--- config.mk ---
export PLATFORM = sky130hd
export DESIGN_NAME = core_if_id_flat
export DESIGN_NICKNAME = d
export VERILOG_FILES = /design/src/rtl/core_if_id_pkg.sv /design/src/rtl/core_if_id_if.sv /design/src/rtl/core_if_id_pipe_slot.sv /design/src/rtl/core_if_id.sv /design/src/flat_wrapper.sv
export SDC_FILE = /design/constraint.sdc
export NUM_CORES = 1
export LEC_CHECK = 0
export CAP_MARGIN = 20
export CORE_MARGIN = 3
export CORE_UTILIZATION = 52
export CTS_CLUSTER_SIZE = 12
export DETAILED_ROUTE_END_ITERATION = 12
export PLACE_DENSITY = 0.95
export SLEW_MARGIN = 20
export SYNTH_ARGS = -nofsm -noshare
export SYNTH_HDL_FRONTEND = slang
export SYNTH_SLANG_ARGS = --single-unit
--- constraint.sdc ---
create_clock -name clk -period 2 [get_ports clk]
set_input_delay 0.4 -clock clk [delete_from_list [all_inputs] [get_ports clk]]
set_output_delay 0.4 -clock clk [all_outputs]
set_load 0.005 [all_outputs]
--- src/rtl/core_if_id_pkg.sv ---
// Shared types and constants for the IF/ID pipeline stage.
package core_if_id_pkg;

    localparam logic [31:0] INST_NOP  = 32'h0000_0013;  // addi x0,x0,0
    localparam logic [31:0] ZERO_WORD = 32'h0000_0000;

    // One fetched word: instruction plus the address it came from.
    typedef struct packed {
        logic [31:0] inst;
        logic [31:0] addr;
    } inst_word_t;

    // Per-cycle action for the output slot.
    typedef enum logic [1:0] {
        OUT_HOLD,
        OUT_CLEAR,
        OUT_LOAD_IN,
        OUT_LOAD_SKID
    } out_act_e;

    // Per-cycle action for the skid slot.
    typedef enum logic [1:0] {
        SKID_HOLD,
        SKID_CLEAR,
        SKID_LOAD
    } skid_act_e;

endpackage

--- src/rtl/core_if_id_if.sv ---
// Fetch-side handshake and decode-side signals of the IF/ID stage.
interface core_if_id_if;
    logic [31:0] inst_in;
    logic [31:0] inst_addr_in;
    logic        inst_valid_in;
    logic        inst_ready_out;
    logic        stall_in;
    logic        flush_in;
    logic [31:0] inst_out;
    logic [31:0] inst_addr_out;
    logic        inst_valid_out;

    // The pipeline stage itself.
    modport slave (
        input  inst_in, inst_addr_in, inst_valid_in, stall_in, flush_in,
        output inst_ready_out, inst_out, inst_addr_out, inst_valid_out
    );

    // Fetch / decode environment around the stage.
    modport master (
        output inst_in, inst_addr_in, inst_valid_in, stall_in, flush_in,
        input  inst_ready_out, inst_out, inst_addr_out, inst_valid_out
    );
endinterface

--- src/rtl/core_if_id_pipe_slot.sv ---
// One {valid, inst, addr} register with load and clear; clear and reset
// put the bubble word back so an empty slot always presents a NOP.
module core_pipe_slot
    import core_if_id_pkg::*;
#(
    parameter logic [31:0] CLEAR_INST = INST_NOP,
    parameter logic [31:0] CLEAR_ADDR = ZERO_WORD
) (
    input  logic       clk,
    input  logic       rst,
    input  logic       load,
    input  logic       clear,
    input  inst_word_t word_in,
    output logic       valid,
    output inst_word_t word
);

    // Clear beats load so a flush can never leave a word behind.
    always_ff @(posedge clk) begin
        if (rst || clear) begin
            valid     <= 1'b0;
            word.inst <= CLEAR_INST;
            word.addr <= CLEAR_ADDR;
        end else if (load) begin
            valid <= 1'b1;
            word  <= word_in;
        end
    end

endmodule

--- src/rtl/core_if_id.sv ---
// IF/ID stage: output slot feeding decode plus a one-entry skid slot that
// catches the word accepted in the same cycle decode starts stalling.
module core_if_id
    import core_if_id_pkg::*;
#(
    parameter logic [31:0] NOP_INST    = INST_NOP,
    parameter logic [31:0] BUBBLE_ADDR = ZERO_WORD
) (
    input logic         clk,
    input logic         rst,
    core_if_id_if.slave bus
);

    logic       out_valid;
    logic       skid_valid;
    inst_word_t out_word;
    inst_word_t skid_word;
    inst_word_t in_word;
    inst_word_t out_next;
    logic       acc;
    out_act_e   out_act;
    skid_act_e  skid_act;

    assign in_word.inst = bus.inst_in;
    assign in_word.addr = bus.inst_addr_in;

    // Ready comes straight off the skid valid flop: a full skid is the only
    // condition that blocks fetch, so no combinational path from stall.
    assign bus.inst_ready_out = !skid_valid;
    assign acc = bus.inst_valid_in && bus.inst_ready_out;

    // Slot actions, highest priority first: flush, drain skid, pass-through,
    // bubble collapse under stall, catch into skid under stall.
    always_comb begin
        out_act  = OUT_HOLD;
        skid_act = SKID_HOLD;
        if (bus.flush_in) begin
            out_act  = OUT_CLEAR;
            skid_act = SKID_CLEAR;
        end else if (!bus.stall_in) begin
            if (skid_valid) begin
                out_act  = OUT_LOAD_SKID;
                skid_act = SKID_CLEAR;
            end else if (acc) begin
                out_act = OUT_LOAD_IN;
            end else begin
                out_act = OUT_CLEAR;
            end
        end else if (!out_valid) begin
            if (acc) out_act = OUT_LOAD_IN;
        end else if (acc) begin
            skid_act = SKID_LOAD;
        end
    end

    // Output slot source: the skid word when draining, else the fetch word.
    always_comb begin
        out_next = (out_act == OUT_LOAD_SKID) ? skid_word : in_word;
    end

    core_pipe_slot #(
        .CLEAR_INST (NOP_INST),
        .CLEAR_ADDR (BUBBLE_ADDR)
    ) u_out_slot (
        .clk     (clk),
        .rst     (rst),
        .load    ((out_act == OUT_LOAD_IN) || (out_act == OUT_LOAD_SKID)),
        .clear   (out_act == OUT_CLEAR),
        .word_in (out_next),
        .valid   (out_valid),
        .word    (out_word)
    );

    core_pipe_slot #(
        .CLEAR_INST (NOP_INST),
        .CLEAR_ADDR (BUBBLE_ADDR)
    ) u_skid_slot (
        .clk     (clk),
        .rst     (rst),
        .load    (skid_act == SKID_LOAD),
        .clear   (skid_act == SKID_CLEAR),
        .word_in (in_word),
        .valid   (skid_valid),
        .word    (skid_word)
    );

    assign bus.inst_valid_out = out_valid;
    assign bus.inst_out       = out_word.inst;
    assign bus.inst_addr_out  = out_word.addr;

endmodule
--- src/flat_wrapper.sv ---
// flat-port wrapper written by rule: the top's interface ports become plain ports
module core_if_id_flat import core_if_id_pkg::*;
#(
    parameter logic [31:0] NOP_INST    = INST_NOP,
    parameter logic [31:0] BUBBLE_ADDR = ZERO_WORD
)
  (clk, rst, bus_inst_in, bus_inst_addr_in, bus_inst_valid_in, bus_stall_in, bus_flush_in, bus_inst_ready_out, bus_inst_out, bus_inst_addr_out, bus_inst_valid_out);
  core_if_id_if bus_i ();
  input logic clk;
  input logic rst;
  input wire logic [$bits(bus_i.inst_in)-1:0] bus_inst_in;
  input wire logic [$bits(bus_i.inst_addr_in)-1:0] bus_inst_addr_in;
  input wire logic [$bits(bus_i.inst_valid_in)-1:0] bus_inst_valid_in;
  input wire logic [$bits(bus_i.stall_in)-1:0] bus_stall_in;
  input wire logic [$bits(bus_i.flush_in)-1:0] bus_flush_in;
  output wire logic [$bits(bus_i.inst_ready_out)-1:0] bus_inst_ready_out;
  output wire logic [$bits(bus_i.inst_out)-1:0] bus_inst_out;
  output wire logic [$bits(bus_i.inst_addr_out)-1:0] bus_inst_addr_out;
  output wire logic [$bits(bus_i.inst_valid_out)-1:0] bus_inst_valid_out;
  assign bus_i.inst_in = bus_inst_in;
  assign bus_i.inst_addr_in = bus_inst_addr_in;
  assign bus_i.inst_valid_in = bus_inst_valid_in;
  assign bus_i.stall_in = bus_stall_in;
  assign bus_i.flush_in = bus_flush_in;
  assign bus_inst_ready_out = bus_i.inst_ready_out;
  assign bus_inst_out = bus_i.inst_out;
  assign bus_inst_addr_out = bus_i.inst_addr_out;
  assign bus_inst_valid_out = bus_i.inst_valid_out;
  core_if_id #(.NOP_INST(NOP_INST), .BUBBLE_ADDR(BUBBLE_ADDR)) u_core (.clk(clk), .rst(rst), .bus(bus_i));
endmodule
Yosys cells after proc, flatten, opt, wreduce, memory -nomap -nowiden
Cells that the tools add are included.
{"block": "word_totals", "mem_count": 0, "regBits": 130, "romBits": 0, "latch_bits": 0, "elab_cells": 27, "mem_bits_rw": 0, "output_inout_bits": 66}
{"block": "classes", "n_mux": 11, "div_mod_pow": 0, "mul": 0, "n_addsub": 0, "n_eq_ne": 5, "n_bitwise": 0, "n_reduce_logical": 5, "shifts": 0, "magnitude_cmp": 0}
{"operator": "64-bit two-way mux", "n": 1}
{"operator": "2-bit two-way mux", "n": 9}
{"operator": "2-bit == test (second input constant)", "n": 3}
{"operator": "2-bit by 1-bit == test with 1-bit output (second input constant)", "n": 2}
{"operator": "1-bit logical OR", "n": 3}
{"operator": "1-bit logical AND", "n": 1}
{"operator": "1-bit zero test", "n": 1}
{"operator": "1-bit two-way mux", "n": 1}

Depth between registers and ports, before layout
{"block": "depth", "word_depth": 8, "ltp_mapped": 6}

Modules after synthesis
Synthesis repeated with hierarchy kept, for this count alone.
{"block": "hier_totals", "hier_cells": 503, "area_unflattened_um2": 5815.6}
{"mod": "core_pipe_slot", "area_per_inst_um2": 2336.0, "n_inst": 2, "cells_each": 211}
{"mod": "core_if_id", "area_per_inst_um2": 1143.6, "n_inst": 1, "cells_each": 81}

Least setup slack after synthesis
Ideal clock, no wire load.
{"block": "synth_timing", "kind": "reg-to-reg", "from": "reg u_core.u_skid_slot.valid", "to": "reg u_core.u_skid_slot.word[32] (netlist name)", "period_less_slack_ns": 1.359, "slack_ns": 0.641, "path_buffers": 2, "path_stages_with_launch": 7, "t_arrival_ns": 1.237, "path_cell_list": "dfxtp_1 nand2b_4 or3_1 buf_6 buf_6 nand2_1 nand3b_1"}
{"block": "synth_via", "elab_chain_cells": 8}
{"item": "start: declaration", "line": "core_if_id_pipe_slot.sv:14", "rtl": "output logic valid,"}
{"item": "start signal: assignment", "line": "core_if_id_pipe_slot.sv:21", "rtl": "valid <= 1'b0;"}
{"item": "start signal: assignment", "line": "core_if_id_pipe_slot.sv:25", "rtl": "valid <= 1'b1;"}
{"item": "1-bit zero test", "line": "core_if_id.sv:29", "rtl": "assign bus.inst_ready_out = !skid_valid;"}
{"item": "1-bit logical AND", "line": "core_if_id.sv:30", "rtl": "assign acc = bus.inst_valid_in && bus.inst_ready_out;"}
{"item": "2-bit two-way mux", "line": "core_if_id.sv:51", "rtl": "end else if (acc) begin"}
{"item": "2-bit two-way mux", "line": "core_if_id.sv:49", "rtl": "end else if (!out_valid) begin"}
{"item": "2-bit two-way mux *", "line": "core_if_id.sv:40", "rtl": "end else if (!bus.stall_in) begin"}
{"item": "2-bit two-way mux *", "line": "core_if_id.sv:37", "rtl": "if (bus.flush_in) begin"}
{"item": "2-bit by 1-bit == test with 1-bit output", "line": "core_if_id.sv:81", "rtl": ".clear (skid_act == SKID_CLEAR),"}
{"item": "1-bit logical OR", "line": "core_if_id_pipe_slot.sv:20", "rtl": "if (rst || clear) begin"}
{"item": "end signal: assignment", "line": "core_if_id_pipe_slot.sv:26", "rtl": "word <= word_in;"}
{"item": "end: declaration", "line": "core_if_id_pipe_slot.sv:15", "rtl": "output inst_word_t word"}
Mark *: on every way between the ends. The rest lies on a longest branch, timed or not.
A chain may end at the register's enable or synchronous reset.

Worst setup path in the final report
{"block": "layout_timing", "from": "reg u_core.u_skid_slot.valid", "to": "out bus_inst_ready_out"}
{"block": "layout_via", "elab_chain_cells": 1}
{"item": "1-bit zero test", "line": "core_if_id.sv:29"}
{"item": "end: declaration", "line": "flat_wrapper.sv:16", "rtl": "output wire logic [$bits(bus_i.inst_ready_out)-1:0] bus_inst_ready_out;"}
Every way passes these cells.

==> metrics.log <==
INFO  metric outcome = complete, no violations
INFO  metric synth_ff_type = dfxtp_1
INFO  metric slew_viol_final = 0
INFO  metric cts.path.max_buffers = 2
INFO  metric synthMuxAreaShare = 0.593%
INFO  metric fin_skew = 0.00587 ns
INFO  metric grt_use_met3 = approximately 6.5%
INFO  metric share_of_final_layout_standard_cells_stronger_than_drive_strength_1 = 8.82%
INFO  metric clock-root-buffer = clkbuf_8
INFO  metric max_h_tree_level = 4
INFO  metric fill_cells = around 640
INFO  metric clk_transition_reported_paths = 0.06 ns
INFO  metric routedWlPerCell = 15.8 um
INFO  metric cap_viol_max_count = 0
INFO  metric fin_hold_ws = 0.454 ns
INFO  metric global_route.peak_usage_layer = met2
INFO  metric whs_endpoint = u_core.u_skid_slot.word[43]
INFO  metric dr.first_iter.drc_count = 404
INFO  metric final-hold-violation-count = 0
INFO  metric hold_sp = u_core.u_skid_slot.word[43]
INFO  metric met2_usage = 45.2%
INFO  metric drt-vias-per-instance = 5.58
INFO  metric dp.final_hpwl = about 9.4 mm
INFO  metric synth_xor_xnor_area_share = 0%
INFO  metric detailroute.via_count = 5087
INFO  metric synth-warning-count = 0
INFO  metric worst_pin_slew = about 0.31 ns
INFO  metric power-per-cell-area = roughly 850 nW/um^2
INFO  metric min-delay-path-class = flop to flop
INFO  metric grt_max_degree = between 60 and 70
INFO  metric synth_async_sr_flop_share = 0%
INFO  metric critical_path.reg2reg.endpoint = u_core.u_skid_slot.word[32]
INFO  metric synth_top_family_by_area = compound AO/OA/AOI/OAI gates
INFO  metric area_growth_syn_to_layout = 42.2%
INFO  metric antennaDiodeCount = 0
INFO  metric synth_edf_count = 0
INFO  metric synth_area = 5060 um^2
INFO  metric grt_use_total = 26.0%
INFO  metric total_power = slightly above 6 mW
INFO  metric worst-setup-path-type = flop to primary output
INFO  metric critical_path_peak_fanout = 5
INFO  metric die_area = 11000 um^2
INFO  metric number_of_antenna_violations_at_the_first_check_in_global_routing = 0
INFO  metric yosys.area_share.simple = roughly a fifth
INFO  metric worstPathArrival = 1.51 ns
INFO  metric synth-adder-area-share = 0%
INFO  metric gpl.final_weighted_congestion = 0.808
INFO  metric synth-compound-area-share = a little over a fifth
INFO  metric cts_tree = done
INFO  metric holdPathStages = 2
INFO  metric antenna_violation_net_count_after_detailed_routing = 0
INFO  metric fin_crit_sh = 95.6%
INFO  metric number_of_cell_instances_on_the_worst_register_to_register_path = 5
INFO  metric reg2reg_setup_slack = 0.42 ns
INFO  metric clkSinkCount = 130
INFO  metric timing.max_slew.rel_slack = 79.0%
INFO  metric synth_top_area_share = 51.4%
INFO  metric worstSetupStartpointType = flop
INFO  metric initial_util = 54.0%
INFO  metric setup_viol = 0
INFO  metric die-height = 105 um
INFO  metric top_area_cells_in_the_synthesized_netlist = dfxtp_1 51%, nand2_1 19%, a31oi_1 7.5%, a21oi_1 6.1%, o21ai_0 6.1%
INFO  metric die_width = 105 um
INFO  metric clock.fmax = 523 MHz
INFO  metric clkLatencyLatePin = 0.50 ns
INFO  metric postSynthNetCount = 711
INFO  metric rsz0062_at_grt = no
INFO  metric final_nets = about 840
INFO  metric syn-instance-count = 642
INFO  metric port_buffers = 134
INFO  metric yosysSeqAreaShare = between 50% and 60%
INFO  metric yosysMostFrequentCell = nand2_1
INFO  metric cp_data_required_time = 1.60 ns
INFO  metric instances_no_fill = 911
INFO  metric register_area = 2600 um^2
INFO  metric placed_cells = 877
INFO  metric final_period_minus_worst_setup_slack = 1.91 ns
INFO  metric grt_util_met1 = a little under a third
INFO  metric drt-pass1-iter-count = 5
INFO  metric routed_wirelength = 14.4 mm
INFO  metric synth.ff_latch_count = 130
INFO  metric grt_pass1_vias = slightly below 5000
INFO  metric worst_setup_path_end_kind = primary output
INFO  metric row_count = 35
INFO  metric postSynthAreaPerCell = 7.89 um^2
INFO  metric worstReg2RegStart = u_core.u_skid_slot.valid
INFO  metric leakage = 2.50 nW
INFO  metric i_o_pins = 135
INFO  metric grt.overflow.total = 0
INFO  metric max_ir_drop_vdd = about 0.65 mV
INFO  metric netlist_top_cells_count = 251 x nand2_1, 130 x dfxtp_1, 62 x a21oi_1, 62 x o21ai_0, 61 x a31oi_1
INFO  metric drcViolationCount = 0
INFO  metric first_pass_grt_wire_length = around 23 mm
INFO  metric area_of_combinational_cells_with_multiple_inputs = 2160 um^2
INFO  metric yosys.area.top_type = dfxtp_1
INFO  metric synth_cell_types = 22
INFO  metric core_area = 9370 um^2
INFO  metric numCtsBuffers = 17
==> worst max path at each step <==
stage / depth (start not counted) / startpoint / endpoint / slack, ns
4_1_cts: 2 / u_core.u_skid_slot.valid / bus_inst_ready_out / 0.01
2_1_floorplan: 6 / u_core.u_skid_slot.valid / u_core.u_skid_slot.word[32] / 0.64
6_report: 2 / u_core.u_skid_slot.valid / bus_inst_ready_out / 0.09
3_5_place_dp: 6 / bus_inst_valid_in / u_core.u_out_slot.word[1] / -0.06
5_1_grt: 2 / u_core.u_skid_slot.valid / bus_inst_ready_out / 0.04
3_3_place_gp: 6 / bus_inst_valid_in / u_core.u_skid_slot.word[32] / 0.02
==> layout by cell type (no fill, tap or decap), types with 3 or more instances in the layout <==
| master | netlist | layout |
|---|---|---|
| a2bb2oi_1 | 3 | 3 |
| dfxtp_1 | 130 | 130 |
| clkbuf_16 | 0 | 16 |
| nand3b_1 | 3 | 3 |
| clkinv_4 | 0 | 5 |
| clkinvlp_4 | 0 | 4 |
| a31oi_1 | 61 | 61 |
| a21oi_1 | 62 | 61 |
| buf_4 | 2 | 15 |
| nand2_1 | 251 | 251 |
| clkdlybuf4s50_1 | 0 | 134 |
| o21ai_0 | 62 | 61 |
| buf_12 | 0 | 12 |
| mux2i_1 | 3 | 3 |
==> area by class of cell <==
cell class                      count  share of cell area, %
Tap cell                          129                   2.24
Timing Repair Buffer              161                   23.5
Sequential cell                   130                   36.1
Multi-Input combinational cell    458                   30.0
Inverter                            1                 0.0521
Clock buffer                       17                   5.75
Clock inverter                     15                   2.24
==> cells by family (layout without fill, tap and decap cells) <==
logic type | after synthesis | after routing
flops | 130 | 130
buf+inv | 54 | 194
compound gates | 192 | 192
simple gates | 263 | 263
mux | 3 | 3
==> repair_timing <==
item                       in CTS  in global routing
hold endpoints to repair        0                  0
setup endpoints to repair       1                  1
buffers inserted                0                  2
hold buffers                    0                  0
cloned                          0                  0
gates resized for setup         1                  0
==> report_power, final <==
part | internal, mW | total [mW] | switching, mW
clock network | 1.78 | 2.95 | 1.17
logic | 0.277 | 0.525 | 0.248
registers | 2.63 | 2.65 | 0.0211
total | 4.69 | 6.12 | 1.44
==> state kept, by name (all words and copies together) (netlist names) <==
name	cells
u_core.u_skid_slot.valid	1
u_core.u_skid_slot.word	64
u_core.u_out_slot.word	64
u_core.u_out_slot.valid	1
==> worst max-delay path, cell delays in order (launching register included) <==
cell,delay (ns)
dfxtp_1,0.37
inv_2,0.12
clkdlybuf4s50_1,0.52
==> through the flow <==
stage | utilization, % | area [um^2] | setup WS, ns | TNS, ns
2_1_floorplan | - | 5060 | 0.641 | 0
3_3_place_gp | 70.5 | 6610 | 0.0203 | 0
3_5_place_dp | 70.5 | 6610 | -0.0587 | -2.46
4_1_cts | 76.7 | 7180 | 0.0137 | 0
5_1_grt | 76.8 | 7200 | 0.0449 | 0
6_report | 76.8 | 7200 | 0.0870 | 0
==> routing by layer <==
metal,part of all wire [%],vias up
li1,-,2420
met1,39,2370
met2,51,272
met3,8.4,25
met4,1.7,0
met5,0,-
Power figures use the tool's default switching activity.
